===== config.mk =====
export PLATFORM = sky130hd
export DESIGN_NAME = kitchen_feedback_monitor_flat
export DESIGN_NICKNAME = d
export VERILOG_FILES = /design/src/rtl/kitchen_feedback_if.sv /design/src/rtl/kitchen_feedback_monitor.sv /design/src/flat_wrapper.sv
export SDC_FILE = /design/constraint.sdc
export NUM_CORES = 1
export LEC_CHECK = 0
export ABC_AREA = 1
export ABC_CLOCK_PERIOD_IN_PS = 1950
export CAP_MARGIN = 15
export CORE_MARGIN = 10
export CORE_UTILIZATION = 28
export CTS_CLUSTER_SIZE = 8
export DETAILED_ROUTE_END_ITERATION = 8
export HOLD_SLACK_MARGIN = 0.02
export MAX_ROUTING_LAYER = met4
export PLACE_DENSITY = 0.46
export REMOVE_ABC_BUFFERS = 1
export SYNTH_ARGS = -nofsm -noshare
export SYNTH_HDL_FRONTEND = slang
export SYNTH_SLANG_ARGS = --single-unit

===== constraint.sdc =====
create_clock -name clk -period 1.95 [get_ports clk]
set_input_delay 0.195 -clock clk [delete_from_list [all_inputs] [get_ports clk]]
set_output_delay 0.195 -clock clk [all_outputs]
set_load 0.005 [all_outputs]

===== src/rtl/kitchen_feedback_if.sv =====
// kitchen_feedback_if
// Bundles the command/feedback words and the monitor's status outputs so the
// command FSMs, the LED block and the monitor share a single connection.
//   in_bits      : command word driven to the client (synchronous to clk)
//   out_bits     : raw feedback word from the client (asynchronous)
//   fb_status    : filtered {machine_ready, holding, near_target, ready}
//   holding_rise/holding_fall/machine_done : one-cycle filtered-edge pulses
//   cmd_busy     : tracker is waiting for acknowledge or completion
//   cmd_done/cmd_timeout/cmd_abort : one-cycle command result pulses
//   last_op      : code of the last accepted operate command
//   done_count   : completed-command counter (wraps)
//   state_dbg    : tracker state (0 IDLE, 1 WAIT_ACK, 2 WAIT_DONE)
// master drives the command/feedback words; slave is the monitor.
interface kitchen_feedback_if;
  logic [7:0] in_bits;
  logic [7:0] out_bits;
  logic [3:0] fb_status;
  logic       holding_rise;
  logic       holding_fall;
  logic       machine_done;
  logic       cmd_busy;
  logic       cmd_done;
  logic       cmd_timeout;
  logic       cmd_abort;
  logic [2:0] last_op;
  logic [7:0] done_count;
  logic [1:0] state_dbg;

  modport master (
    output in_bits, out_bits,
    input  fb_status, holding_rise, holding_fall, machine_done,
    input  cmd_busy, cmd_done, cmd_timeout, cmd_abort,
    input  last_op, done_count, state_dbg
  );

  modport slave (
    input  in_bits, out_bits,
    output fb_status, holding_rise, holding_fall, machine_done,
    output cmd_busy, cmd_done, cmd_timeout, cmd_abort,
    output last_op, done_count, state_dbg
  );
endinterface


===== src/rtl/kitchen_feedback_monitor.sv =====
// kitchen_feedback_monitor
// Samples the client's feedback word, synchronizes and glitch-filters the
// status fields out_bits[5:2], and tracks each operate command seen on
// in_bits through acknowledge (ready falls) and completion (ready rises),
// reporting done, timeout or abort.
// Ports:
//   clk  : system clock, all state on the rising edge
//   rst  : asynchronous active-high reset
//   bus  : kitchen_feedback_if.slave (command/feedback words and all status)
module kitchen_feedback_monitor #(
  parameter int STABLE_CYCLES = 4,
  parameter int ACK_TIMEOUT   = 1000,
  parameter int DONE_TIMEOUT  = 100000
) (
  input logic              clk,
  input logic              rst,
  kitchen_feedback_if.slave bus
);

  localparam int TMR_MAX = (ACK_TIMEOUT > DONE_TIMEOUT) ? ACK_TIMEOUT : DONE_TIMEOUT;
  localparam int TMR_W   = (TMR_MAX > 1) ? $clog2(TMR_MAX) : 1;
  localparam int CNT_W   = (STABLE_CYCLES > 1) ? $clog2(STABLE_CYCLES) : 1;

  localparam logic [CNT_W-1:0] CNT_LAST  = CNT_W'(STABLE_CYCLES - 1);
  localparam logic [TMR_W-1:0] ACK_LAST  = TMR_W'(ACK_TIMEOUT - 1);
  localparam logic [TMR_W-1:0] DONE_LAST = TMR_W'(DONE_TIMEOUT - 1);

  localparam logic [1:0] ST_IDLE      = 2'd0;
  localparam logic [1:0] ST_WAIT_ACK  = 2'd1;
  localparam logic [1:0] ST_WAIT_DONE = 2'd2;

  localparam logic [7:0] STOP_WORD = 8'b0000_1001;

  // Bits 7:6 and 1:0 of the feedback word carry nothing for this block.
  logic unused_fb_bits;
  assign unused_fb_bits = ^{bus.out_bits[7:6], bus.out_bits[1:0]};

  // ---- stage p0/p1: two-flop synchronizer for the asynchronous feedback
  logic [3:0] sync_p0;
  logic [3:0] sync_p1;

  always_ff @(posedge clk or posedge rst) begin
    if (rst) begin
      sync_p0 <= '0;
      sync_p1 <= '0;
    end else begin
      sync_p0 <= bus.out_bits[5:2];
      sync_p1 <= sync_p0;
    end
  end

  // ---- stage p2: per-bit run-length glitch filter and edge pulses
  logic [3:0]            filt_p2;
  logic [3:0][CNT_W-1:0] run_cnt_p2;
  logic [3:0]            upd;
  logic                  holding_rise_p2;
  logic                  holding_fall_p2;
  logic                  machine_done_p2;

  // A bit updates on the STABLE_CYCLES-th consecutive sample that disagrees
  // with the filtered value; the counter only ever counts disagreeing samples.
  always_comb begin
    upd = '0;
    for (int i = 0; i < 4; i++) begin
      upd[i] = (sync_p1[i] != filt_p2[i]) && (run_cnt_p2[i] == CNT_LAST);
    end
  end

  always_ff @(posedge clk or posedge rst) begin
    if (rst) begin
      filt_p2         <= '0;
      run_cnt_p2      <= '0;
      holding_rise_p2 <= 1'b0;
      holding_fall_p2 <= 1'b0;
      machine_done_p2 <= 1'b0;
    end else begin
      for (int i = 0; i < 4; i++) begin
        if (sync_p1[i] == filt_p2[i]) begin
          run_cnt_p2[i] <= '0;
        end else if (upd[i]) begin
          run_cnt_p2[i] <= '0;
          filt_p2[i]    <= sync_p1[i];
        end else begin
          run_cnt_p2[i] <= run_cnt_p2[i] + 1'b1;
        end
      end
      // Pulses share the update edge so they line up with fb_status.
      holding_rise_p2 <= upd[2] &  sync_p1[2];
      holding_fall_p2 <= upd[2] & ~sync_p1[2];
      machine_done_p2 <= upd[3] &  sync_p1[3];
    end
  end

  logic ready_f;
  assign ready_f = filt_p2[0];

  // ---- command decode (in_bits is already in the clk domain)
  logic [7:0] prev_in;
  logic [4:0] op_sel;
  logic [2:0] op_code;
  logic       issue;
  logic       abort;
  logic [1:0] state;
  logic       busy;

  assign op_sel = bus.in_bits[6:2];
  assign busy   = (state != ST_IDLE);

  // Edge-detect on the word so a command held on the bus issues only once.
  assign issue = (bus.in_bits[1:0] == 2'b10) && $onehot(op_sel) &&
                 !bus.in_bits[7] && (bus.in_bits != prev_in);
  assign abort = (bus.in_bits == STOP_WORD) && busy;

  always_comb begin
    op_code = 3'd0;
    case (op_sel)
      5'b00001: op_code = 3'd1;
      5'b00010: op_code = 3'd2;
      5'b00100: op_code = 3'd3;
      5'b01000: op_code = 3'd4;
      5'b10000: op_code = 3'd5;
      default:  op_code = 3'd0;
    endcase
  end

  // ---- tracker FSM; result pulses are registered into the first IDLE cycle
  logic [TMR_W-1:0] tmr;
  logic [2:0]       last_op;
  logic [7:0]       done_count;
  logic             cmd_done;
  logic             cmd_timeout;
  logic             cmd_abort;

  always_ff @(posedge clk or posedge rst) begin
    if (rst) begin
      prev_in     <= '0;
      state       <= ST_IDLE;
      tmr         <= '0;
      last_op     <= '0;
      done_count  <= '0;
      cmd_done    <= 1'b0;
      cmd_timeout <= 1'b0;
      cmd_abort   <= 1'b0;
    end else begin
      prev_in     <= bus.in_bits;
      cmd_done    <= 1'b0;
      cmd_timeout <= 1'b0;
      cmd_abort   <= 1'b0;
      case (state)
        ST_IDLE: begin
          if (issue) begin
            last_op <= op_code;
            tmr     <= '0;
            state   <= ST_WAIT_ACK;
          end
        end
        ST_WAIT_ACK: begin
          if (abort) begin
            cmd_abort <= 1'b1;
            state     <= ST_IDLE;
          end else if (!ready_f) begin
            tmr   <= '0;
            state <= ST_WAIT_DONE;
          end else if (tmr == ACK_LAST) begin
            cmd_timeout <= 1'b1;
            state       <= ST_IDLE;
          end else begin
            tmr <= tmr + 1'b1;
          end
        end
        ST_WAIT_DONE: begin
          if (abort) begin
            cmd_abort <= 1'b1;
            state     <= ST_IDLE;
          end else if (ready_f) begin
            cmd_done   <= 1'b1;
            done_count <= done_count + 1'b1;
            state      <= ST_IDLE;
          end else if (tmr == DONE_LAST) begin
            cmd_timeout <= 1'b1;
            state       <= ST_IDLE;
          end else begin
            tmr <= tmr + 1'b1;
          end
        end
        default: state <= ST_IDLE;
      endcase
    end
  end

  assign bus.fb_status    = filt_p2;
  assign bus.holding_rise = holding_rise_p2;
  assign bus.holding_fall = holding_fall_p2;
  assign bus.machine_done = machine_done_p2;
  assign bus.cmd_busy     = busy;
  assign bus.cmd_done     = cmd_done;
  assign bus.cmd_timeout  = cmd_timeout;
  assign bus.cmd_abort    = cmd_abort;
  assign bus.last_op      = last_op;
  assign bus.done_count   = done_count;
  assign bus.state_dbg    = state;

endmodule


===== src/flat_wrapper.sv =====
// flat-port wrapper written by rule: the top's interface ports become plain ports
module kitchen_feedback_monitor_flat 
#(
  parameter int STABLE_CYCLES = 4,
  parameter int ACK_TIMEOUT   = 1000,
  parameter int DONE_TIMEOUT  = 100000
)
  (clk, rst, bus_in_bits, bus_out_bits, bus_fb_status, bus_holding_rise, bus_holding_fall, bus_machine_done, bus_cmd_busy, bus_cmd_done, bus_cmd_timeout, bus_cmd_abort, bus_last_op, bus_done_count, bus_state_dbg);
  kitchen_feedback_if bus_i ();
  input logic clk;
  input logic rst;
  input wire logic [$bits(bus_i.in_bits)-1:0] bus_in_bits;
  input wire logic [$bits(bus_i.out_bits)-1:0] bus_out_bits;
  output wire logic [$bits(bus_i.fb_status)-1:0] bus_fb_status;
  output wire logic [$bits(bus_i.holding_rise)-1:0] bus_holding_rise;
  output wire logic [$bits(bus_i.holding_fall)-1:0] bus_holding_fall;
  output wire logic [$bits(bus_i.machine_done)-1:0] bus_machine_done;
  output wire logic [$bits(bus_i.cmd_busy)-1:0] bus_cmd_busy;
  output wire logic [$bits(bus_i.cmd_done)-1:0] bus_cmd_done;
  output wire logic [$bits(bus_i.cmd_timeout)-1:0] bus_cmd_timeout;
  output wire logic [$bits(bus_i.cmd_abort)-1:0] bus_cmd_abort;
  output wire logic [$bits(bus_i.last_op)-1:0] bus_last_op;
  output wire logic [$bits(bus_i.done_count)-1:0] bus_done_count;
  output wire logic [$bits(bus_i.state_dbg)-1:0] bus_state_dbg;
  assign bus_i.in_bits = bus_in_bits;
  assign bus_i.out_bits = bus_out_bits;
  assign bus_fb_status = bus_i.fb_status;
  assign bus_holding_rise = bus_i.holding_rise;
  assign bus_holding_fall = bus_i.holding_fall;
  assign bus_machine_done = bus_i.machine_done;
  assign bus_cmd_busy = bus_i.cmd_busy;
  assign bus_cmd_done = bus_i.cmd_done;
  assign bus_cmd_timeout = bus_i.cmd_timeout;
  assign bus_cmd_abort = bus_i.cmd_abort;
  assign bus_last_op = bus_i.last_op;
  assign bus_done_count = bus_i.done_count;
  assign bus_state_dbg = bus_i.state_dbg;
  kitchen_feedback_monitor #(.STABLE_CYCLES(STABLE_CYCLES), .ACK_TIMEOUT(ACK_TIMEOUT), .DONE_TIMEOUT(DONE_TIMEOUT)) u_core (.clk(clk), .rst(rst), .bus(bus_i));
endmodule

# After elaboration in Yosys (flattened, before gate mapping)
# Cells that the tools add are included.
# W data, S select, Z words.
# classes
n_addsub	10
n_eq_ne	33
n_mux	37
bitwise_logic	9
n_reduce_logical	21
# op_table
operator	count
$mux W17	7
$pmux W17 S3	1
$mux W2	15
$add A17 B1 Y17 const B	1
$eq A17 B10 Y1 const B	1
$eq A17 B17 Y1 const B	1
$pmux W3 S5	1
$eq A2 B2 Y1 const B	6
$mux W1	11
$reduce_and A2 Y1	5
$add A2 B1 Y2 const B	4
$add A8 B1 Y8 const B	1
$eq A8 B4 Y1 const B	1
$logic_and A1 B1 Y1	8
$ne A2 B2 Y1 const B	4
$ne A8 B8 Y1	1
$reduce_and A7 Y1	1
$not A1 Y1	6
$pmux W2 S3	1
$reduce_and A3 Y1	2
$eq A5 B1 Y1 const B	1
$eq A5 B2 Y1 const B	1
$eq A5 B3 Y1 const B	1
$eq A5 B4 Y1 const B	1
19 further kinds	28
# word_totals
regBits	64
inputBits	18
out_inout_bits	24
word_cells	131

# Depth between registers and ports, before layout
# logic_depth
ltp_word	9
ltp_mapped	14
depth_no_buf	13

# Least setup slack after synthesis
# Ideal clock, no wire load.
# synth_timing
kind	input -> register
startpoint	input port bus_in_bits[4]
endpoint	register u_core.state[0] (netlist: u_core.bus.state_dbg[0])
setup_ns	0.117
arrival_time_ns	2.178
required_ns	1.833
slack_ns	-0.345
cell_stages	13
path_buffers	1
cell_sequence	inv_1 ha_1 inv_1 fa_1 fa_1 nand3_1 nor3_1 nand2_1 nand2_1 buf_4 nand2_1 nand2_1 nand2_1
# synth_between
elab_chain_cells	9
word_cells_on_any_way	17
# synth_rtl
item	line	text
from (decl)	flat_wrapper.sv:12	input wire logic [$bits(bus_i.in_bits)-1:0] bus_in_bits;
$add A1 B1 Y2 (implied by the code)	kitchen_feedback_monitor.sv:110	assign issue = (bus.in_bits[1:0] == 2'b10) && $onehot(op_sel) &&
$add A3 B3 Y3 (implied by the code)	kitchen_feedback_monitor.sv:110	
$add A3 B1 Y3 (implied by the code)	kitchen_feedback_monitor.sv:110	
$eq A3 B1 Y1	kitchen_feedback_monitor.sv:110	
$logic_and A1 B1 Y1 (2 in a row)	kitchen_feedback_monitor.sv:110	
$logic_and A1 B1 Y1	kitchen_feedback_monitor.sv:111	!bus.in_bits[7] && (bus.in_bits != prev_in);
$ne A2 B1 Y1 (no line)	n/a	
$reduce_and A3 Y1 (no line)	n/a	
to (signal assigned)	kitchen_feedback_monitor.sv:137	state <= ST_IDLE;
to (signal assigned)	kitchen_feedback_monitor.sv:154	state <= ST_WAIT_ACK;
to (signal assigned)	kitchen_feedback_monitor.sv:160	state <= ST_IDLE;
to (decl)	kitchen_feedback_monitor.sv:103	logic [1:0] state;
# Parallel ways exist; a longest one is shown, timed or not.
# A chain may end at the register's enable or synchronous reset.

# Worst setup path in the final report
# layout_timing
startpoint	input port bus_in_bits[4]
endpoint	register u_core.tmr[11]
# layout_between
elab_chain_cells	9
word_cells_on_any_way	14
# layout_rtl
item	line	text
$add A1 B1 Y2 (implied by the code)	kitchen_feedback_monitor.sv:110	
$add A3 B3 Y3 (implied by the code)	kitchen_feedback_monitor.sv:110	
$add A3 B1 Y3 (implied by the code)	kitchen_feedback_monitor.sv:110	
$eq A3 B1 Y1	kitchen_feedback_monitor.sv:110	
$logic_and A1 B1 Y1 (2 in a row)	kitchen_feedback_monitor.sv:110	
$logic_and A1 B1 Y1	kitchen_feedback_monitor.sv:111	
$ne A2 B1 Y1 (no line)	n/a	
$reduce_and A7 Y1 (no line) (*)	n/a	
to (signal assigned)	kitchen_feedback_monitor.sv:168	tmr <= tmr + 1'b1;
to (signal assigned)	kitchen_feedback_monitor.sv:183	tmr <= tmr + 1'b1;
to (decl)	kitchen_feedback_monitor.sv:127	logic [TMR_W-1:0] tmr;
# Every way passes the cells marked *; elsewhere a longest branch is shown, timed or not.

==> metrics.cfg <==
[routing]
routed_wl_mm=8.52
wire_per_inst_um=12.1
drt_pass1_iterations=4
detail-route-antenna-nets=0
vias=3057
drc=0
via_per_inst=4.34
drtIter0Drc=168

[timing]
rsz0062_at_grt=yes
skew_ns=0.00776
fin_hold_ws_ns=0.0903
final-hold-violation-count=0
period_minus_slack_ns=1.93
setup_tns_ns=0
drv_slew=0
fin_crit_sh=0.989
slew_headroom=0.770
worst_pin_slew_ns=0.345
max_freq_ghz=0.518
setup_viol_count_final=0

[power_and_ir_drop]
peakVddDrop_mv=0.422
p_leak_nw=2.30
powerDensity_nw_per_um2=1040

[setup_path]
max_stage_delay_ns=0.50
required_ns=2.22
r2r_start=u_core.tmr[0]
crit_path_top_delay_cell=fa_1
path_cells=buf_8 > inv_6 > ha_4 > inv_2 > fa_2 > fa_1 > nand3_2 > nor3_2 > nand2_2 > nand2_8 > buf_8 > nand3_2 > nand2_2
r2r_end=u_core.tmr[11]
critPathLaunchType=input pin
crit_arrival_ns=2.20
critPathKind=in2reg
startpoint=bus_in_bits[4]
rrSetupSlack_ns=0.09
crit_fanout=8
endpoint=u_core.tmr[11]
ff2ff_path_depth=12
path_depth=13
crit_family=adder cells
cp-end-kind=flip-flop
cp_num_buf_inv=4

[status]
status=finished clean

[layout]
fill_cells=1259
layout-drive-gt1-share=0.207
post-route-util=0.403
antenna_cells=0
nNetsFinal=569
fin_cells=704
area_delta_synth_final_pct=38.8

[placement]
gp_congestion=0.834
portBuffers=37
dp.cells=678
hpwl_mm=5.97

[synth]
yosys-mux-area-fraction=0.00319
synth_xor_area_frac=0.0421
synth_fa_ha_area_frac=0.0750
seq_area_frac_synth=0.453
synth_compound_area_frac=0.0343
synth_area_per_cell_um2=7.77
synth_simple_gate_area_frac=0.318
yosysTopAreaCell=dfrtp_1
synthTopCellsByArea=dfrtp_1 (45%), nand2_1 (15%), ha_1 (6.4%)
syn_inst=455
ys_types=28
ys_ff_latch=64
synth_area_um2=3530
synth_top_area_frac=0.453
yosysWarnings=0
synth_top_family_by_area=simple AND/OR/NAND/NOR gates

[clocking]
cts_root_buffer=clkbuf_16
cts_max_level=3
numCtsBuffers=9
clock-sinks=64
clk_pin_slew_ns=0.06
cts_buffer_depth=2
cts_tree=yes
clock_latency_ns=0.33

[global_routing]
grt_max_degree=65
grt_pass1_vias=3007
grt_use_total=0.102
antenna_found_initial=0
overflow=0
grt_pass1_wl_mm=14.6

[floorplanning]
dieArea_um2=17500
pin_count=42
die_w_um=132
rows=40
die_y_um=132
coreArea_um2=12200
start_util=0.291

[worst_hold_path]
holdCritPathClass=in2reg

[run]
maxCapViolations=0

## how the worst min path moves through the flow
stage / cells past startpoint / slack (ns) / end / from
after CTS: 2 / 0.07 / u_core.prev_in[5] / bus_in_bits[5]
after floorplan: 0 / 0.23 / u_core.prev_in[0] / bus_in_bits[0]
after detailed placement: 0 / 0.34 / u_core.sync_p1[3] / u_core.sync_p0[3]
after global routing: 2 / 0.09 / u_core.prev_in[5] / bus_in_bits[5]
after global placement: 0 / 0.33 / u_core.sync_p1[3] / u_core.sync_p0[3]
final: 2 / 0.09 / u_core.prev_in[5] / bus_in_bits[5]
## kinds of logic after synthesis
kind of cell	count (synthesis)
AO/OA/AOI/OAI	22
XOR/XNOR	17
adder cells (fa/ha/maj)	20
buffers and inverters	65
flip-flops	64
multiplexers	1
AND/OR/NAND/NOR	266
## synthesized netlist by cell type, drive strengths merged
cell type / instances
o21ai: 10
clkinv: 1
clkbuf: 2
mux2: 1
nand4: 4
a21oi: 7
or2: 1
nand3: 36
dfrtp: 64
nor2: 63
nor3: 11
xnor2: 11
xor2: 6
o21bai: 4
nand2: 151
fa: 2
ha: 18
buf: 5
a31oi: 1
inv: 57
## flip-flops by register name, indices dropped and copies added (netlist names)
signal                   flops
u_core.sync_p1               4
u_core.bus.state_dbg         2
u_core.bus.last_op           3
u_core.bus.fb_status         4
u_core.bus.cmd_timeout       1
u_core.sync_p0               4
u_core.prev_in               8
u_core.bus.holding_fall      1
u_core.bus.cmd_abort         1
u_core.bus.done_count        8
u_core.run_cnt_p2            8
u_core.bus.holding_rise      1
u_core.bus.cmd_done          1
u_core.tmr                  17
u_core.bus.machine_done      1
## power by group
group	total, mW	switching [mW]	internal (mW)
sequential	1.70	0.159	1.54
combinational	1.92	1.02	0.894
clock	1.51	0.614	0.895
## cell type report
type	count	area, um^2	share of cell area
well taps	168	210	0.0428
inverters	58	230	0.0469
repair buffers	71	701	0.143
clock buffers	10	239	0.0487
clock inverters	6	45.0	0.00918
multi-input cells	327	1880	0.383
flip-flops and latches	64	1600	0.326
## cell usage in the layout, fill, tap and decap left out, drive strengths merged
master,netlist,final
nand2,151,152
o21bai,4,4
clkdlybuf4s50,0,32
inv,57,57
nand4,4,4
clkinv,1,4
dfrtp,64,64
fa,2,2
nand3,36,36
nor2,63,63
clkbuf,2,10
clkinvlp,0,3
a21oi,7,7
nor3,11,11
xnor2,11,11
ha,18,18
or2,1,1
buf,5,38
mux2,1,1
o21ai,10,10
dlygate4sd2,0,1
a31oi,1,1
xor2,6,6
## repair_timing
item | in CTS | in global routing
pin swaps | 32 | 13
hold buffers | 0 | 0
endpoints found under the setup margin | 22 | 22
gates resized for setup | 59 | 25
buffers inserted | 4 | 4
gates cloned | 2 | 0
## per-stage QoR
step | cell area [um^2] | worst slack [ns] | power (mW)
6_report | 4910 | 0.0211 | 5.13
5_1_grt | 4910 | -0.0958 | 5.50
4_1_cts | 4760 | -0.123 | 5.05
3_5_place_dp | 4270 | -1.01 | 3.23
3_3_place_gp | 4270 | -0.928 | 3.22
2_1_floorplan | 3490 | -0.602 | 2.51
## per-layer routing
layer  vias up  track usage  wire, um
met5         -            -         0
met4         0       0.0385       112
met3        10       0.0240       313
met2        53        0.154      3880
met1      1434        0.129      4220
li1       1560            -         -
No activity file was read; power rests on OpenSTA's default activity.
